[config.mk]
export PLATFORM = sky130hd
export DESIGN_NAME = aes_mix_columns_iter_flat
export DESIGN_NICKNAME = d
export VERILOG_FILES = /design/src/rtl/aes_mix_columns_iter_if.sv /design/src/rtl/aes_mix_columns_iter.sv /design/src/flat_wrapper.sv
export SDC_FILE = /design/constraint.sdc
export NUM_CORES = 1
export LEC_CHECK = 0
export ABC_CLOCK_PERIOD_IN_PS = 2400
export CORE_MARGIN = 1.5
export CORE_UTILIZATION = 25
export CTS_CLUSTER_SIZE = 12
export DETAILED_ROUTE_END_ITERATION = 8
export DONT_BUFFER_PORTS = 1
export GPL_TIMING_DRIVEN = 0
export PLACE_DENSITY = 0.5
export SETUP_SLACK_MARGIN = 0.02
export SYNTH_ARGS = -nofsm -noshare
export SYNTH_HDL_FRONTEND = slang
export SYNTH_SLANG_ARGS = --single-unit
[constraint.sdc]
create_clock -name clk -period 2.4 [get_ports clk]
set_input_delay 0.36 -clock clk [delete_from_list [all_inputs] [get_ports clk]]
set_output_delay 0.36 -clock clk [all_outputs]
set_load 0.05 [all_outputs]
[src/rtl/aes_mix_columns_iter_if.sv]
// Handshake and data bundle for aes_mix_columns_iter.
// The producer/consumer side uses master; the block itself uses slave.
interface aes_mix_columns_iter_if;
  logic         in_valid;
  logic         in_ready;
  logic [127:0] state_in;
  logic         inv_mode;
  logic         out_valid;
  logic         out_ready;
  logic [127:0] state_out;
  logic         busy;

  modport master (
    output in_valid, state_in, inv_mode, out_ready,
    input  in_ready, out_valid, state_out, busy
  );

  modport slave (
    input  in_valid, state_in, inv_mode, out_ready,
    output in_ready, out_valid, state_out, busy
  );
endinterface

[src/rtl/aes_mix_columns_iter.sv]
// Iterative AES MixColumns over a 128-bit state, COLS_PER_CYCLE columns per RUN cycle.
// Define AES_MIXCOL_INV_EN to add the InvMixColumns datapath selected by inv_mode.
module aes_mix_columns_iter #(
  parameter int COLS_PER_CYCLE = 1
) (
  input  logic                 clk,
  input  logic                 rst_n,
  aes_mix_columns_iter_if.slave bus
);

  if (!((COLS_PER_CYCLE == 1) || (COLS_PER_CYCLE == 2) || (COLS_PER_CYCLE == 4))) begin : g_bad_cols
    $error("aes_mix_columns_iter: COLS_PER_CYCLE must be 1, 2 or 4");
  end

  typedef enum logic [1:0] {
    ST_IDLE = 2'd0,
    ST_RUN  = 2'd1,
    ST_DONE = 2'd2
  } state_e;

  localparam logic [1:0] STEP = 2'(COLS_PER_CYCLE);

  function automatic logic [7:0] xtime(input logic [7:0] b);
    return {b[6:0], 1'b0} ^ (b[7] ? 8'h1b : 8'h00);
  endfunction

  function automatic logic [31:0] mix_fwd(input logic [31:0] c);
    logic [7:0] s0, s1, s2, s3;
    s0 = c[31:24];
    s1 = c[23:16];
    s2 = c[15:8];
    s3 = c[7:0];
    return {xtime(s0) ^ xtime(s1) ^ s1 ^ s2 ^ s3,
            s0 ^ xtime(s1) ^ xtime(s2) ^ s2 ^ s3,
            s0 ^ s1 ^ xtime(s2) ^ xtime(s3) ^ s3,
            xtime(s0) ^ s0 ^ s1 ^ s2 ^ xtime(s3)};
  endfunction

`ifdef AES_MIXCOL_INV_EN
  // Multiples 9/b/d/e are built from the x2/x4/x8 chain of each byte.
  function automatic logic [31:0] mix_inv(input logic [31:0] c);
    logic [7:0] s[4];
    logic [7:0] m2, m4, m8;
    logic [7:0] m9[4], mb[4], md[4], me[4];
    logic [31:0] y;
    y = 32'h0;
    for (int i = 0; i < 4; i++) begin
      s[i]  = c[31 - 8*i -: 8];
      m2    = xtime(s[i]);
      m4    = xtime(m2);
      m8    = xtime(m4);
      m9[i] = m8 ^ s[i];
      mb[i] = m8 ^ m2 ^ s[i];
      md[i] = m8 ^ m4 ^ s[i];
      me[i] = m8 ^ m4 ^ m2;
    end
    for (int r = 0; r < 4; r++) begin
      y[31 - 8*r -: 8] = me[r] ^ mb[(r + 1) % 4] ^ md[(r + 2) % 4] ^ m9[(r + 3) % 4];
    end
    return y;
  endfunction
`endif

  state_e       fsm_q, fsm_d;
  logic [127:0] data_q, data_d;
  logic [1:0]   idx_q, idx_d;
  logic [1:0]   col_s;
  logic         in_ready_q, in_ready_d;
  logic         out_valid_q, out_valid_d;
  logic         busy_q, busy_d;
`ifdef AES_MIXCOL_INV_EN
  logic         inv_q, inv_d;
`endif

  // Next-state, in-place column update and output flag decode.
  always_comb begin
    fsm_d  = fsm_q;
    data_d = data_q;
    idx_d  = idx_q;
    col_s  = 2'd0;
`ifdef AES_MIXCOL_INV_EN
    inv_d  = inv_q;
`endif
    case (fsm_q)
      ST_IDLE: begin
        if (bus.in_valid) begin
          fsm_d  = ST_RUN;
          data_d = bus.state_in;
          idx_d  = 2'd0;
`ifdef AES_MIXCOL_INV_EN
          inv_d  = bus.inv_mode;
`endif
        end else begin
          fsm_d = ST_IDLE;
        end
      end
      ST_RUN: begin
        // idx is always a multiple of COLS_PER_CYCLE, so idx+k never wraps.
        for (int k = 0; k < COLS_PER_CYCLE; k++) begin
          col_s = idx_q + 2'(k);
`ifdef AES_MIXCOL_INV_EN
          data_d[127 - 32*col_s -: 32] = inv_q ? mix_inv(data_q[127 - 32*col_s -: 32])
                                               : mix_fwd(data_q[127 - 32*col_s -: 32]);
`else
          data_d[127 - 32*col_s -: 32] = mix_fwd(data_q[127 - 32*col_s -: 32]);
`endif
        end
        idx_d = idx_q + STEP;
        if ((int'(idx_q) + COLS_PER_CYCLE) >= 4) begin
          fsm_d = ST_DONE;
        end else begin
          fsm_d = ST_RUN;
        end
      end
      ST_DONE: begin
        if (bus.out_ready) begin
          fsm_d = ST_IDLE;
        end else begin
          fsm_d = ST_DONE;
        end
      end
      default: begin
        fsm_d = ST_IDLE;
      end
    endcase
    in_ready_d  = (fsm_d == ST_IDLE);
    out_valid_d = (fsm_d == ST_DONE);
    busy_d      = (fsm_d != ST_IDLE);
  end

  // State and output registers, synchronous active-low reset.
  always_ff @(posedge clk) begin
    if (!rst_n) begin
      fsm_q       <= ST_IDLE;
      data_q      <= 128'h0;
      idx_q       <= 2'd0;
      in_ready_q  <= 1'b1;
      out_valid_q <= 1'b0;
      busy_q      <= 1'b0;
`ifdef AES_MIXCOL_INV_EN
      inv_q       <= 1'b0;
`endif
    end else begin
      fsm_q       <= fsm_d;
      data_q      <= data_d;
      idx_q       <= idx_d;
      in_ready_q  <= in_ready_d;
      out_valid_q <= out_valid_d;
      busy_q      <= busy_d;
`ifdef AES_MIXCOL_INV_EN
      inv_q       <= inv_d;
`endif
    end
  end

  assign bus.in_ready  = in_ready_q;
  assign bus.out_valid = out_valid_q;
  assign bus.busy      = busy_q;
  assign bus.state_out = data_q;

endmodule
[src/flat_wrapper.sv]
// flat-port wrapper written by rule: the top's interface ports become plain ports
module aes_mix_columns_iter_flat 
#(
  parameter int COLS_PER_CYCLE = 1
)
  (clk, rst_n, bus_in_valid, bus_state_in, bus_inv_mode, bus_out_ready, bus_in_ready, bus_out_valid, bus_state_out, bus_busy);
  aes_mix_columns_iter_if bus_i ();
  input  logic clk;
  input  logic rst_n;
  input wire logic [$bits(bus_i.in_valid)-1:0] bus_in_valid;
  input wire logic [$bits(bus_i.state_in)-1:0] bus_state_in;
  input wire logic [$bits(bus_i.inv_mode)-1:0] bus_inv_mode;
  input wire logic [$bits(bus_i.out_ready)-1:0] bus_out_ready;
  output wire logic [$bits(bus_i.in_ready)-1:0] bus_in_ready;
  output wire logic [$bits(bus_i.out_valid)-1:0] bus_out_valid;
  output wire logic [$bits(bus_i.state_out)-1:0] bus_state_out;
  output wire logic [$bits(bus_i.busy)-1:0] bus_busy;
  assign bus_i.in_valid = bus_in_valid;
  assign bus_i.state_in = bus_state_in;
  assign bus_i.inv_mode = bus_inv_mode;
  assign bus_i.out_ready = bus_out_ready;
  assign bus_in_ready = bus_i.in_ready;
  assign bus_out_valid = bus_i.out_valid;
  assign bus_state_out = bus_i.state_out;
  assign bus_busy = bus_i.busy;
  aes_mix_columns_iter #(.COLS_PER_CYCLE(COLS_PER_CYCLE)) u_core (.clk(clk), .rst_n(rst_n), .bus(bus_i));
endmodule
==> results.json <==
{
  "dr.pass1.iters": 5,
  "design_area_mm2": 0.0106,
  "postRouteAntennaNets": 0,
  "cp-start-kind": "flip-flop",
  "fin_nets": 972,
  "maxCapViolCount": 0,
  "clock_skew_ns": 0.0131,
  "grt_max_degree": 17,
  "fin_crit_ns": 2.70,
  "yosys_register_bits": 135,
  "critPathKind": "reg -> reg",
  "synth_xor_area_frac": 0.178,
  "layout_common_cells": "o21ai_0 (130), dfxtp_1 (126), nor2_1 (123), a221oi_2 (105), buf_4 (38)",
  "antenna_found_initial": 4,
  "fin_ws_ns": -0.301,
  "grt_overflow_total": 0,
  "synth_mux_area_frac": 0.0934,
  "placed_area_mm2": 0.00824,
  "wire_per_inst_um": 33.1,
  "synth_nets": 896,
  "violations": "negative setup slack",
  "finalPower_uw": 11000,
  "routabilityCongestion": 0.836,
  "area_delta_synth_final_pct": 37.7,
  "worst_slew_pin_slew_ns": 1.11,
  "wirelength_um": 41200,
  "synthAdderAreaFrac": 0.00810,
  "p_per_area_mw_per_mm2": 1040,
  "whs_ns": 0.0584,
  "syn_avg_cell_area_um2": 10.2,
  "async_flop_share": 0,
  "coreArea_mm2": 0.0305,
  "netlist-cell-type-count": 37,
  "rows": 64,
  "grt_pass1_vias": 7215,
  "status": "finished with violations",
  "drc_errors": 0,
  "clock_latency_ns": 0.44,
  "fmax_mhz": 370,
  "drive_gt1_frac": 0.417,
  "final_common_cell": "o21ai_0",
  "stdcell_count": 1245,
  "setup_violations": 128,
  "ys_warn_count": 0,
  "critPathArrivalTime_ns": 3.03,
  "irDropWorstVdd_mv": 0.648,
  "worstPathMaxFanout": 7,
  "leakagePower_uw": 0.00404,
  "ys.flop_type": "dfxtp_1",
  "synth_edf_count": 0,
  "grt_usage": 0.255,
  "cts.sinks": 135,
  "dp_cells": 1154,
  "io_pins": 264,
  "grt_pass1_wl_um": 55800,
  "yosys.area_share.simple": 0.0797,
  "final_max_slew_viol_count": 0,
  "slew_headroom": 0.261,
  "hold_path_class": "in -> reg",
  "synth_cells": 758,
  "rsz0062_at_grt": "true",
  "vias": 7328,
  "required_ns": 2.73,
  "final_hold_viol_count": 0,
  "ys_seq_area_frac": 0.350,
  "root_buffer": "clkbuf_16",
  "cts_tree": "yes",
  "clock_path_buffers": 2,
  "hold_buffers": 0,
  "dpl.hpwl_um": 29000,
  "crit_path_end_kind": "flip-flop",
  "cts_buffers": 17,
  "die_h_um": 179,
  "fin_crit_sh": 1.13,
  "io_buffers": 0,
  "netlist_area_mm2": 0.00772,
  "synth_top_family_by_area": "compound AO/OA/AOI/OAI gates",
  "die_w_um": 179,
  "drtIter0Drc": 600,
  "h-tree-depth": 4,
  "synth-compound-area-share": 0.246,
  "vias_per_cell": 5.89,
  "dieArea_mm2": 0.0319,
  "start_util": 0.253,
  "clkTransAtPathRegs_ns": 0.07
}
==> registers in the layout, summed over array words and instances (netlist names) <==
| register | count |
|---|---|
| u_core.bus.state_out | 128 |
| u_core.bus.out_valid | 1 |
| u_core.bus.busy | 1 |
| u_core.bus.in_ready | 1 |
| u_core.fsm_q | 2 |
| u_core.idx_q | 2 |
==> per-layer routing <==
layer / up-vias / track usage / share of wire
met4: 4 / 0.109 / 0.045
met1: 3703 / 0.303 / 0.38
met2: 444 / 0.401 / 0.46
met3: 96 / 0.107 / 0.11
li1: 3081 / - / -
met5: - / 0 / 0.0020
==> where the power goes <==
part           switching, uW  internal, uW  total [uW]  leakage, uW
Clock                   1110          1680        2790     0.000287
Combinational           2630          2160        4790      0.00263
Sequential               993          2460        3460      0.00112
Total                   4730          6310       11000      0.00404
==> final cells by class <==
cell class,instances,area (um2)
fill,3054,19900
multi-input combinational,543,5760
sequential,135,2720
timing repair buffer,57,576
tap,396,495
buffer,77,460
clock buffer,19,453
clock inverter,12,153
inverter,3,11.3
antenna,3,7.51
==> critical path, cell delays in order, from the launching register on <==
cell and delay [ns]:
dfxtp_4 0.38, buf_12 0.18, buf_16 0.17, mux4_2 0.65
xnor2_4 0.28, xnor3_2 0.57, a221oi_2 0.27, nor2_1 0.06
==> cell families after synthesis <==
logic type / after synthesis
buffers and inverters: 80
DFF: 135
xor gates and xnor gates: 77
AOI/OAI and AO/OA: 277
muxes: 32
and+or+nand+nor: 152
adders and majority gates: 5
==> metrics by stage <==
step	util	setup TNS, ns	setup WS, ns
final	0.348	-22.96	-0.301
after global routing	0.348	-31.10	-0.369
after global placement	0.270	-81.37	-0.889
after detailed placement	0.270	-81.00	-0.916
after floorplan	-	0	0.0263
after CTS	0.328	-22.72	-0.281
==> cells in the mapped netlist, types with 3 or more instances <==
cell	instances	area (um2)
xor2_1	13	114
inv_1	3	11.3
xor3_1	6	143
buf_2	5	25.0
o21ai_0	130	651
ha_1	5	62.6
nor2b_1	5	31.3
dfxtp_1	135	2700
mux4_2	32	721
a21oi_1	16	80.1
a21o_1	4	30.0
a221oi_2	5	75.1
a221oi_1	115	1010
a211oi_1	4	30.0
clkbuf_1	67	251
nor2_1	124	465
nand2_1	10	37.5
xnor2_1	11	96.3
xnor2_2	7	114
xnor3_1	34	766
nand2b_1	6	37.5
==> timing repair <==
action | CTS | global route
gates resized for setup | 170 | 105
cloned | 2 | 1
pin swaps | 45 | 33
buffers inserted | 38 | 16
setup endpoints to repair | 128 | 128
==> worst paths after layout <==
kind,from,end,slack [ns],depth (start not counted)
max,u_core.idx_q[0]$_SDFFE_PN0P_,u_core.bus.state_out[27]$_SDFFE_PN0P_,-0.30,7
min,bus_state_in[43],u_core.bus.state_out[43]$_SDFFE_PN0P_,0.06,2
min reg2reg,u_core.bus.state_out[63]$_SDFFE_PN0P_,u_core.bus.state_out[63]$_SDFFE_PN0P_,0.71,2
max reg2reg,u_core.idx_q[0]$_SDFFE_PN0P_,u_core.bus.state_out[27]$_SDFFE_PN0P_,-0.30,7
Note: power is estimated with default switching activity, not from simulation.
